$ cat config.mk
export PLATFORM = sky130hd
export DESIGN_NAME = fwd_hazard_unit_flat
export DESIGN_NICKNAME = d
export VERILOG_FILES = /design/src/rtl/fwd_hazard_unit_pkg.sv /design/src/rtl/fwd_hazard_unit_if.sv /design/src/rtl/fwd_hazard_unit_fwd_compare.sv /design/src/rtl/fwd_hazard_unit.sv /design/src/flat_wrapper.sv
export SDC_FILE = /design/constraint.sdc
export NUM_CORES = 1
export LEC_CHECK = 0
export CORE_MARGIN = 4
export CORE_UTILIZATION = 40
export CTS_CLUSTER_DIAMETER = 60
export DETAILED_ROUTE_END_ITERATION = 7
export GPL_TIMING_DRIVEN = 0
export PLACE_DENSITY = 0.71
export RECOVER_POWER = 25
export SKIP_LAST_GASP = 1
export SLEW_MARGIN = 20
export SYNTH_ARGS = -nofsm -noshare
export SYNTH_HDL_FRONTEND = slang
export SYNTH_SLANG_ARGS = --single-unit
$ cat constraint.sdc
create_clock -name CLK -period 5.4 [get_ports CLK]
set_clock_uncertainty 0.2 [all_clocks]
set_input_delay 1.35 -clock CLK [delete_from_list [all_inputs] [get_ports CLK]]
set_output_delay 1.35 -clock CLK [all_outputs]
set_load 0.01 [all_outputs]
$ cat src/rtl/fwd_hazard_unit_pkg.sv
// Shared pipeline-control types: operand-select encodings, hazard FSM states
// and the per-source forwarding compare result.
package pipe_ctrl_pkg;

    localparam int RA_W_DEF = 5;

    localparam logic [2:0] SEL_REG = 3'b100;
    localparam logic [2:0] SEL_IMM = 3'b000;
    localparam logic [2:0] SEL_MEM = 3'b110;
    localparam logic [2:0] SEL_WB  = 3'b101;

    typedef enum logic [1:0] {
        RUN      = 2'd0,
        LU_STALL = 2'd1,
        MEM_WAIT = 2'd2
    } hz_state_t;

    // sel[1:0] is the low part of a register-path select: 10=MEM, 01=WB, 00=reg
    typedef struct packed {
        logic       hit_e;
        logic [1:0] sel;
    } fwd_res_t;

    function automatic logic [2:0] reg_sel(input logic [1:0] s);
        return {1'b1, s};
    endfunction

endpackage

$ cat src/rtl/fwd_hazard_unit_if.sv
// Decode-stage hazard bus: ID/EX/MEM status into the unit, pipeline
// enables, registered operand selects and the stall counter out.
interface fwd_hazard_unit_if
    import pipe_ctrl_pkg::*;
#(
    parameter int RA_W  = RA_W_DEF,
    parameter int CNT_W = 32
);
    logic            id_valid;
    logic [RA_W-1:0] id_rs1;
    logic [RA_W-1:0] id_rs2;
    logic            id_use_rs1;
    logic            id_use_rs2;
    logic            id_src2_imm;
    logic            ex_valid;
    logic [RA_W-1:0] ex_rd;
    logic            ex_reg_write;
    logic            ex_mem_read;
    logic            mem_valid;
    logic [RA_W-1:0] mem_rd;
    logic            mem_reg_write;
    logic            mem_wait;
    logic            flush;

    logic             pc_write_en;
    logic             ifid_write_en;
    logic             idex_write_en;
    logic             idex_bubble;
    logic [2:0]       ex_src1_sel;
    logic [2:0]       ex_src2_sel;
    logic [2:0]       ex_bsrc_sel;
    logic [CNT_W-1:0] stall_cnt;

    modport master (
        output id_valid, id_rs1, id_rs2, id_use_rs1, id_use_rs2,
        output id_src2_imm, ex_valid, ex_rd, ex_reg_write, ex_mem_read,
        output mem_valid, mem_rd, mem_reg_write, mem_wait, flush,
        input  pc_write_en, ifid_write_en, idex_write_en, idex_bubble,
        input  ex_src1_sel, ex_src2_sel, ex_bsrc_sel, stall_cnt
    );

    modport slave (
        input  id_valid, id_rs1, id_rs2, id_use_rs1, id_use_rs2,
        input  id_src2_imm, ex_valid, ex_rd, ex_reg_write, ex_mem_read,
        input  mem_valid, mem_rd, mem_reg_write, mem_wait, flush,
        output pc_write_en, ifid_write_en, idex_write_en, idex_bubble,
        output ex_src1_sel, ex_src2_sel, ex_bsrc_sel, stall_cnt
    );
endinterface

$ cat src/rtl/fwd_hazard_unit_fwd_compare.sv
// One ID source register against the EX and MEM destinations.
// x0 never matches; EX takes precedence over MEM.
module fwd_compare
    import pipe_ctrl_pkg::*;
#(
    parameter int RA_W = RA_W_DEF
) (
    input  logic [RA_W-1:0] i_r,
    input  logic            i_use,
    input  logic            i_ex_valid,
    input  logic            i_ex_reg_write,
    input  logic [RA_W-1:0] i_ex_rd,
    input  logic            i_mem_valid,
    input  logic            i_mem_reg_write,
    input  logic [RA_W-1:0] i_mem_rd,
    output fwd_res_t        o_res
);
    logic w_live;
    logic w_hit_e;
    logic w_hit_m;

    assign w_live  = i_use & (|i_r);
    assign w_hit_e = w_live & i_ex_valid & i_ex_reg_write
                   & (i_ex_rd == i_r);
    assign w_hit_m = w_live & i_mem_valid & i_mem_reg_write
                   & (i_mem_rd == i_r);

    assign o_res.hit_e = w_hit_e;
    assign o_res.sel   = w_hit_e ? 2'b10 : (w_hit_m ? 2'b01 : 2'b00);
endmodule

$ cat src/rtl/fwd_hazard_unit.sv
// Forwarding select generation, load-use / dmem-wait hazard FSM and a
// saturating stall-cycle counter for the ID/EX boundary.
module fwd_hazard_unit
    import pipe_ctrl_pkg::*;
#(
    parameter int RA_W  = RA_W_DEF,
    parameter int CNT_W = 32
) (
    input logic               CLK,
    input logic               RST,
    fwd_hazard_unit_if.slave  bus
);
    fwd_res_t         w_rs1;
    fwd_res_t         w_rs2;
    logic             w_lu;
    logic             w_lu_stall;
    hz_state_t        r_state;
    hz_state_t        w_next;
    logic             w_pc_en;
    logic             w_ifid_en;
    logic             w_idex_en;
    logic             w_bubble;
    logic             r_bubble;
    logic [2:0]       w_src1;
    logic [2:0]       w_src2;
    logic [2:0]       w_bsrc;
    logic [2:0]       r_src1;
    logic [2:0]       r_src2;
    logic [2:0]       r_bsrc;
    logic [CNT_W-1:0] r_cnt;

    fwd_compare #(.RA_W(RA_W)) u_cmp_rs1 (
        .i_r            (bus.id_rs1),
        .i_use          (bus.id_use_rs1),
        .i_ex_valid     (bus.ex_valid),
        .i_ex_reg_write (bus.ex_reg_write),
        .i_ex_rd        (bus.ex_rd),
        .i_mem_valid    (bus.mem_valid),
        .i_mem_reg_write(bus.mem_reg_write),
        .i_mem_rd       (bus.mem_rd),
        .o_res          (w_rs1)
    );

    fwd_compare #(.RA_W(RA_W)) u_cmp_rs2 (
        .i_r            (bus.id_rs2),
        .i_use          (bus.id_use_rs2),
        .i_ex_valid     (bus.ex_valid),
        .i_ex_reg_write (bus.ex_reg_write),
        .i_ex_rd        (bus.ex_rd),
        .i_mem_valid    (bus.mem_valid),
        .i_mem_reg_write(bus.mem_reg_write),
        .i_mem_rd       (bus.mem_rd),
        .o_res          (w_rs2)
    );

    assign w_lu = bus.id_valid & bus.ex_mem_read
                & (w_rs1.hit_e | w_rs2.hit_e);

    // After LU_STALL the load has moved to MEM, so lu there is stale
    assign w_lu_stall = w_lu & (r_state != LU_STALL);

    assign w_src1 = reg_sel(w_rs1.sel);
    assign w_src2 = bus.id_src2_imm ? SEL_IMM : reg_sel(w_rs2.sel);
    assign w_bsrc = reg_sel(w_rs2.sel);

    always_ff @(posedge CLK) begin
        if (RST) r_state <= RUN;
        else     r_state <= w_next;
    end

    always_comb begin
        w_next = r_state;
        if (bus.mem_wait)   w_next = MEM_WAIT;
        else if (bus.flush) w_next = RUN;
        else if (w_lu_stall) w_next = LU_STALL;
        else                w_next = RUN;
    end

    always_comb begin
        w_pc_en   = 1'b1;
        w_ifid_en = 1'b1;
        w_idex_en = 1'b1;
        w_bubble  = 1'b0;
        if (RST) begin
            w_pc_en   = 1'b0;
            w_ifid_en = 1'b0;
            w_bubble  = 1'b1;
        end else if (bus.mem_wait) begin
            w_pc_en   = 1'b0;
            w_ifid_en = 1'b0;
            w_idex_en = 1'b0;
            w_bubble  = r_bubble;
        end else if (bus.flush) begin
            w_bubble  = 1'b1;
        end else if (w_lu_stall) begin
            w_pc_en   = 1'b0;
            w_ifid_en = 1'b0;
            w_bubble  = 1'b1;
        end
    end

    // A bubble into ID/EX always carries register selects
    always_ff @(posedge CLK) begin
        if (RST) begin
            r_src1   <= SEL_REG;
            r_src2   <= SEL_REG;
            r_bsrc   <= SEL_REG;
            r_bubble <= 1'b1;
        end else if (!bus.mem_wait) begin
            r_src1   <= w_bubble ? SEL_REG : w_src1;
            r_src2   <= w_bubble ? SEL_REG : w_src2;
            r_bsrc   <= w_bubble ? SEL_REG : w_bsrc;
            r_bubble <= w_bubble;
        end
    end

    always_ff @(posedge CLK) begin
        if (RST)
            r_cnt <= '0;
        else if (!w_pc_en && (r_cnt != {CNT_W{1'b1}}))
            r_cnt <= r_cnt + 1'b1;
    end

    assign bus.pc_write_en   = w_pc_en;
    assign bus.ifid_write_en = w_ifid_en;
    assign bus.idex_write_en = w_idex_en;
    assign bus.idex_bubble   = w_bubble;
    assign bus.ex_src1_sel   = r_src1;
    assign bus.ex_src2_sel   = r_src2;
    assign bus.ex_bsrc_sel   = r_bsrc;
    assign bus.stall_cnt     = r_cnt;
endmodule

$ cat src/flat_wrapper.sv
// flat-port wrapper written by rule: the top's interface ports become plain ports
module fwd_hazard_unit_flat import pipe_ctrl_pkg::*;
#(
    parameter int RA_W  = RA_W_DEF,
    parameter int CNT_W = 32
)
  (CLK, RST, bus_id_valid, bus_id_rs1, bus_id_rs2, bus_id_use_rs1, bus_id_use_rs2, bus_id_src2_imm, bus_ex_valid, bus_ex_rd, bus_ex_reg_write, bus_ex_mem_read, bus_mem_valid, bus_mem_rd, bus_mem_reg_write, bus_mem_wait, bus_flush, bus_pc_write_en, bus_ifid_write_en, bus_idex_write_en, bus_idex_bubble, bus_ex_src1_sel, bus_ex_src2_sel, bus_ex_bsrc_sel, bus_stall_cnt);
  fwd_hazard_unit_if #(.RA_W(RA_W), .CNT_W(CNT_W)) bus_i ();
  input logic CLK;
  input logic RST;
  input wire logic [$bits(bus_i.id_valid)-1:0] bus_id_valid;
  input wire logic [$bits(bus_i.id_rs1)-1:0] bus_id_rs1;
  input wire logic [$bits(bus_i.id_rs2)-1:0] bus_id_rs2;
  input wire logic [$bits(bus_i.id_use_rs1)-1:0] bus_id_use_rs1;
  input wire logic [$bits(bus_i.id_use_rs2)-1:0] bus_id_use_rs2;
  input wire logic [$bits(bus_i.id_src2_imm)-1:0] bus_id_src2_imm;
  input wire logic [$bits(bus_i.ex_valid)-1:0] bus_ex_valid;
  input wire logic [$bits(bus_i.ex_rd)-1:0] bus_ex_rd;
  input wire logic [$bits(bus_i.ex_reg_write)-1:0] bus_ex_reg_write;
  input wire logic [$bits(bus_i.ex_mem_read)-1:0] bus_ex_mem_read;
  input wire logic [$bits(bus_i.mem_valid)-1:0] bus_mem_valid;
  input wire logic [$bits(bus_i.mem_rd)-1:0] bus_mem_rd;
  input wire logic [$bits(bus_i.mem_reg_write)-1:0] bus_mem_reg_write;
  input wire logic [$bits(bus_i.mem_wait)-1:0] bus_mem_wait;
  input wire logic [$bits(bus_i.flush)-1:0] bus_flush;
  output wire logic [$bits(bus_i.pc_write_en)-1:0] bus_pc_write_en;
  output wire logic [$bits(bus_i.ifid_write_en)-1:0] bus_ifid_write_en;
  output wire logic [$bits(bus_i.idex_write_en)-1:0] bus_idex_write_en;
  output wire logic [$bits(bus_i.idex_bubble)-1:0] bus_idex_bubble;
  output wire logic [$bits(bus_i.ex_src1_sel)-1:0] bus_ex_src1_sel;
  output wire logic [$bits(bus_i.ex_src2_sel)-1:0] bus_ex_src2_sel;
  output wire logic [$bits(bus_i.ex_bsrc_sel)-1:0] bus_ex_bsrc_sel;
  output wire logic [$bits(bus_i.stall_cnt)-1:0] bus_stall_cnt;
  assign bus_i.id_valid = bus_id_valid;
  assign bus_i.id_rs1 = bus_id_rs1;
  assign bus_i.id_rs2 = bus_id_rs2;
  assign bus_i.id_use_rs1 = bus_id_use_rs1;
  assign bus_i.id_use_rs2 = bus_id_use_rs2;
  assign bus_i.id_src2_imm = bus_id_src2_imm;
  assign bus_i.ex_valid = bus_ex_valid;
  assign bus_i.ex_rd = bus_ex_rd;
  assign bus_i.ex_reg_write = bus_ex_reg_write;
  assign bus_i.ex_mem_read = bus_ex_mem_read;
  assign bus_i.mem_valid = bus_mem_valid;
  assign bus_i.mem_rd = bus_mem_rd;
  assign bus_i.mem_reg_write = bus_mem_reg_write;
  assign bus_i.mem_wait = bus_mem_wait;
  assign bus_i.flush = bus_flush;
  assign bus_pc_write_en = bus_i.pc_write_en;
  assign bus_ifid_write_en = bus_i.ifid_write_en;
  assign bus_idex_write_en = bus_i.idex_write_en;
  assign bus_idex_bubble = bus_i.idex_bubble;
  assign bus_ex_src1_sel = bus_i.ex_src1_sel;
  assign bus_ex_src2_sel = bus_i.ex_src2_sel;
  assign bus_ex_bsrc_sel = bus_i.ex_bsrc_sel;
  assign bus_stall_cnt = bus_i.stall_cnt;
  fwd_hazard_unit #(.RA_W(RA_W), .CNT_W(CNT_W)) u_core (.CLK(CLK), .RST(RST), .bus(bus_i));
endmodule
==> impl_metrics.csv <==
group,metric,value,unit
timing,relSlewSlack,62.48,%
power_and_ir_drop,powerDensity,196.9,mW/mm²
timing,slew_viol_final,0,
place,gp_congestion,0.8424,
cts,cts_buffers,5,
global_routing,grt_pass1_vias,2359,
timing,rsz0062_at_grt,"false",
job,drv_cap,0,
synthesis,async_reset_ff_share,0,%
final_layout,antenna_cells,0,
timing,max_slew.worst_pin.slew,562.8,ps
timing,tns,0,ps
final_layout,final_common_cell,"clkdlybuf4s50_1",
route,routed_via_density,5.567,
die,dieArea,0.007155,mm²
place,numPortBuffers,75,
synthesis,synth.avg_cell_area,8.319,µm²
cts,ctsHtreeMaxLevel,2,
final_layout,post-route-util,59.28,%
setup_path,crit_top_cell,"clkdlybuf4s50_1",
worst_hold_path,hold_path.class,"reg -> reg",
cts,clockBufferDepth,2,
die,core-area,0.005608,mm²
worst_hold_path,min_path_cells,2,
setup_path,worstPathMaxFanout,6,
route,drt_iter0_drc,126,
timing,hold_violations,0,
timing,finalCritPeriodShare,97.54,%
timing,hold_slack,245.5,ps
outcome,status,"finished, final reports clean",
cts,clkTransAtPathRegs,80,ps
timing,max_freq,0.1899,GHz
route,wl,6.773,mm
cts,cts_tree,"done",
die,die_h,84.59,µm
power_and_ir_drop,leakagePower,1.172,nW
synthesis,synthCells,282,
synthesis,synth-seq-cells,42,
setup_path,cp_slowest_cell,"or4_1",
global_routing,grt_max_degree,13,
die,initial_core_util,41.83,%
global_routing,overflow,0,
die,ios,78,
global_routing,grt_pass1_wl,11.34,mm
timing,period_minus_slack,5267,ps
route,drtPass1Iterations,4,
setup_path,crit_chain,"clkdlybuf4s50_1 > or4_1 > o21ai_1 > nand4b_1 > and2_4 > o21ai_4 > and2_1 > clkdlybuf4s50_1",
setup_path,worst_r2r_path_depth,10,
synthesis,ys_types,42,
cts,cts_root_buf,"clkbuf_8",
global_routing,grt_antenna_before_repair,0,
synthesis,ys_seq_area_share,35.84,%
final_layout,fin_nets,400,
setup_path,end_kind,"output port",
setup_path,cp.arrival,3720,ps
final_layout,area_delta_synth_final,41.71,%
power_and_ir_drop,ir_worst_vdd,124.9,µV
die,rows,27,
synthesis,synth_flop_cell,"dfxtp_1",
route,drc,0,
setup_path,crit_path_start_kind,"primary input",
place,dp_cells,430,
synthesis,synth-edff-count,0,
final_layout,fin_cells,439,
route,detail-route-antenna-nets,0,
route,vias,2444,
synthesis,ys_warn_count,0,
setup_path,critical_path_class,"in -> out",
die,die_w,84.59,µm
setup_path,max_stage_delay,570,ps
timing,finalSetupViolCount,0,
place,dp_hpwl,5.146,mm
cts,clk_latency,290,ps
cts,numClockSinks,42,
final_layout,layout_common_cells,"clkdlybuf4s50_1, dfxtp_1, a21oi_1",
route,drt-wirelength-per-cell,15.43,µm
global_routing,grt_use_total,19.11,%
final_layout,drive_above_1_share,7.902,%
setup_path,cp.required,3850,ps
synthesis,syn_area,0.002346,mm²
## final timing paths
kind	start	end	slack [ps]
setup / recovery	bus_id_rs2[0]	bus_idex_bubble	130
hold / removal	u_core.bus.ex_bsrc_sel[0]	u_core.bus.ex_bsrc_sel[0]	250
setup reg to reg	u_core.bus.stall_cnt[0]	u_core.bus.stall_cnt[1]	2590
hold reg to reg	u_core.bus.ex_bsrc_sel[0]	u_core.bus.ex_bsrc_sel[0]	250
## critical path: cells and delay by family
family | cells | cell delay, ps
AO/OA/AOI/OAI | 2 | 250
buffers and inverters | 2 | 950
AND/OR/NAND/NOR | 4 | 1180
## Yosys cell counts (2+ instances only)
cell type | instances | area [µm²]
a21oi_1 | 27 | 135.1
and2_1 | 7 | 43.79
and3_1 | 7 | 43.79
and4_1 | 2 | 17.52
buf_2 | 2 | 10.01
buf_4 | 4 | 30.03
buf_6 | 2 | 22.52
clkbuf_1 | 8 | 30.03
dfxtp_1 | 42 | 840.8
inv_1 | 7 | 26.28
nand2_1 | 19 | 71.32
nand2b_1 | 3 | 18.77
nand3_1 | 10 | 50.05
nand4_1 | 13 | 81.33
nor2_1 | 16 | 60.06
nor2b_1 | 3 | 18.77
nor4_1 | 2 | 12.51
o2111ai_1 | 2 | 17.52
o211ai_1 | 3 | 22.52
o21ai_0 | 4 | 20.02
o21ai_1 | 10 | 50.05
o31ai_1 | 16 | 120.1
or2_2 | 5 | 31.28
or3_1 | 10 | 62.56
or4_1 | 18 | 135.1
xnor2_1 | 9 | 78.83
xor2_1 | 16 | 140.1
## sequential cells by signal (all words and copies together) (netlist names)
signal,cells
u_core.bus.ex_bsrc_sel,2
u_core.bus.ex_src1_sel,2
u_core.r_bubble,1
u_core.bus.ex_src2_sel,3
u_core.r_state,2
u_core.bus.stall_cnt,32
## per-layer routing
| metal | part of all wire, % | global-route usage (%) | up-vias |
|---|---|---|---|
| met5 | 0 | 0 | - |
| met1 | 45 | 26.16 | 1150 |
| li1 | - | - | 1203 |
| met3 | 5.8 | 3.140 | 6 |
| met4 | 0.53 | 4.892 | 0 |
| met2 | 48 | 31.25 | 85 |
## layout make-up
type	instances	area [µm²]
timing repair buffer	76	758.2
fill	560	2283
clock buffer	7	76.32
clock inverter	1	30.03
buffer	17	96.34
sequential	42	840.8
inverter	7	26.28
multi-input combinational	217	1406
tap	72	90.09
## metrics by stage
stage	setup WS [ps]	area, µm²	power (W)
floorplan	1153	2350	0.0003652
global placement	-31.86	3191	0.0004129
detailed placement	-37.99	3191	0.0004136
CTS	11.07	3311	0.0006588
global route	26.70	3324	0.0006821
finish	132.9	3324	0.0006547
## kinds of logic after synthesis
logic type	count (synthesis)	synth area share [%]
other	1	0.1598
DFF	42	35.84
AOI/OAI and AO/OA	67	17.71
muxes	1	0.4267
and+or+nand+nor	121	30.77
buffers and inverters	24	5.227
adders and majority gates	1	0.5332
xor gates and xnor gates	25	9.333
## where the power goes
part / switching (W) / internal, W
clock: 0.000108 / 0.000138
sequential: 0.00000440 / 0.000313
combinational: 0.0000434 / 0.0000476
## timing repair
| action | CTS | global route |
|---|---|---|
| resized for setup | 2 | 4 |
| hold buffers | 0 | 0 |
| setup buffers | 1 | 0 |
| pin swaps | 0 | 0 |
| setup endpoints to repair | 1 | 2 |
Note: power is estimated with default switching activity, not from simulation.
==> RTL change, RTL diff (same settings) <==
Re-encode `hz_state_t` (3 states) as one-hot, 3 bits wide.
--- a/src/rtl/fwd_hazard_unit_pkg.sv
+++ b/src/rtl/fwd_hazard_unit_pkg.sv
@@ -11,6 +11,6 @@
 
-    typedef enum logic [1:0] {
-        RUN      = 2'd0,
-        LU_STALL = 2'd1,
-        MEM_WAIT = 2'd2
+    typedef enum logic [2:0] {
+        RUN      = 3'b001,
+        LU_STALL = 3'b010,
+        MEM_WAIT = 3'b100
     } hz_state_t;
Behaviour: same outputs for any inputs over 10 cycles, from zero or initial values and one cycle with RST high; not proved beyond that.
==> RTL change against the unedited design <==
Routed wire length is 13% lower. Critical path depth stayed put. Area after synthesis is 0.16% lower. Count of clock-buffer cells in the layout is 1 lower. First-iteration DRC count is 51% lower. Setup slack worse by 5.2 ps. Sequential cell count is 1 higher. Power is 5.5% lower. Global-route usage is 2.4 points lower. Combinational power is 4.2% lower. Final area is 1.3% lower.
==> RTL change: results (changes against the unedited design) <==
| Metric | Value |
|---|---|
| Status | completed (unchanged) |
| Dominant cells by area after synthesis | dfxtp_1 37%, xnor2_1 12%, nor2_1 5.6% (was dfxtp_1 36%, xor2_1 6.0%, a21oi_1 5.8%) |
| Leak | 1.143 nW (was 1.172 nW) |
| Sequential share of the synthesized area | 36.75% (was 35.84%) |
| Via/cell ratio | 5.193 (was 5.567) |
| Fin. Hold Viols | 0 (unchanged) |
| VDD IR max | 0.0001249 V (about the same) |
| Synth Area in Adders | 0.5342% (was 0.5333%) |
| Top FF cell, synth | dfxtp_1 (unchanged) |
| First-pass GRT wire length | 9.818 mm (was 11.34 mm) |
| Initial antenna violation count | 0 (unchanged) |
| Final #Nets | 392 (was 400) |
| Pint | 0.4678 mW (was 0.4989 mW) |
| Fillers | 539 (was 560) |
| Compound-gate portion of the synthesized area | 10.04% (was 17.71%) |
| Largest register FFs | 32 (unchanged) |
| CP arrival | 3720 ps (about the same) |
| XOR/XNOR share of the synthesized area | 16.08% (was 9.333%) |
| Worst-Skew Late Latency | 300 ps |
| P_comb | 0.0872 mW (was 0.0910 mW) |
| CP max stage delay | 530 ps (was 570 ps) |
| Hold path depth | 2 (unchanged) |
| Commonest cells in the netlist | 43 x dfxtp_1, 35 x nor2_1, 32 x xnor2_1 (was 42 x dfxtp_1, 27 x a21oi_1, 19 x nand2_1) |
| Post-synthesis mux area share | 0.9615% (was 0.4267%) |
| Worst Path Max Fanout | 5 (was 6) |
| Mean area per synthesized cell | 8.548 um2 (was 8.319 um2) |
| Clock-pin slew on the worst setup and hold paths | 80 ps (about the same) |
| Clk network pwr share | 33.5% (was 37.6%) |
| Share of cells above drive strength 1 | 8.939% (was 7.902%) |
| Total routed wirelength | 5.889 mm (was 6.773 mm) |
| Synth cell types | 43 (was 42) |
| GP Congestion | 0.7677 (was 0.8424) |
| Placed Area | 3187 um2 (was 3191 um2) |
| Setup Buffers After CTS | 1 (unchanged) |
| # diodes | 0 (unchanged) |
| DP HPWL | 4.707 mm (was 5.146 mm) |
| Cells after DPL | 422 (was 430) |
| Crit-path slowest cell | or4_1 (unchanged) |
| CTS Buf Count | 5 (unchanged) |
| Global-route usage over all layers | 16.70% (was 19.11%) |
| DR iter-0 viols | 62 (was 126) |
| R2R cell count | 8 (was 10) |
| Pre-CTS WS | -52.85 ps (was -37.99 ps) |
| Cell family with most CP delay | buffers and inverters (was simple AND/OR/NAND/NOR gates) |
| Relative max-transition margin | 59.61% (was 62.48%) |
| Storage cell area | 860.8 um2 (was 840.8 um2) |
| Non-Filler Instances | 430 (was 439) |
| Comb pwr share | 14.1% (was 13.9%) |
| Vias in the first global route | 2169 (was 2359) |
| Post-CTS sizing | 0 (was 2) |
| Yosys warns | 0 (unchanged) |
| Largest net degree at the start of global routing | 13 (unchanged) |
-- RTL change: routing by layer --
layer	global-route usage (%)	part of all wire, %	vias to the layer above	routed length [um]
met5	0	0	-	0
met4	6.331	1.8	0	108
met3	4.612	7.5	9	443
met2	28.61	47	74	2770
met1	19.77	44	1020	2567
li1	-	-	1130	-
-- RTL change: area by class of cell --
cell class	instances	share of cell area (%)
plain buffers	13	2.097
flip-flops and latches	43	26.23
well taps	72	2.745
inverters	3	0.3431
clock inverters	1	0.1525
repair buffers	76	23.10
multi-input cells	216	42.81
clock buffers	6	2.516
-- RTL change: path summary, 6_finish.rpt --
check	start	end	slack, ps
hold / removal	u_core.bus.ex_bsrc_sel[1]	u_core.bus.ex_bsrc_sel[1]	250
setup / recovery	bus_id_rs1[0]	bus_pc_write_en	130
hold reg to reg	u_core.bus.ex_bsrc_sel[1]	u_core.bus.ex_bsrc_sel[1]	250
setup reg to reg	u_core.bus.stall_cnt[14]	u_core.bus.stall_cnt[25]	2840
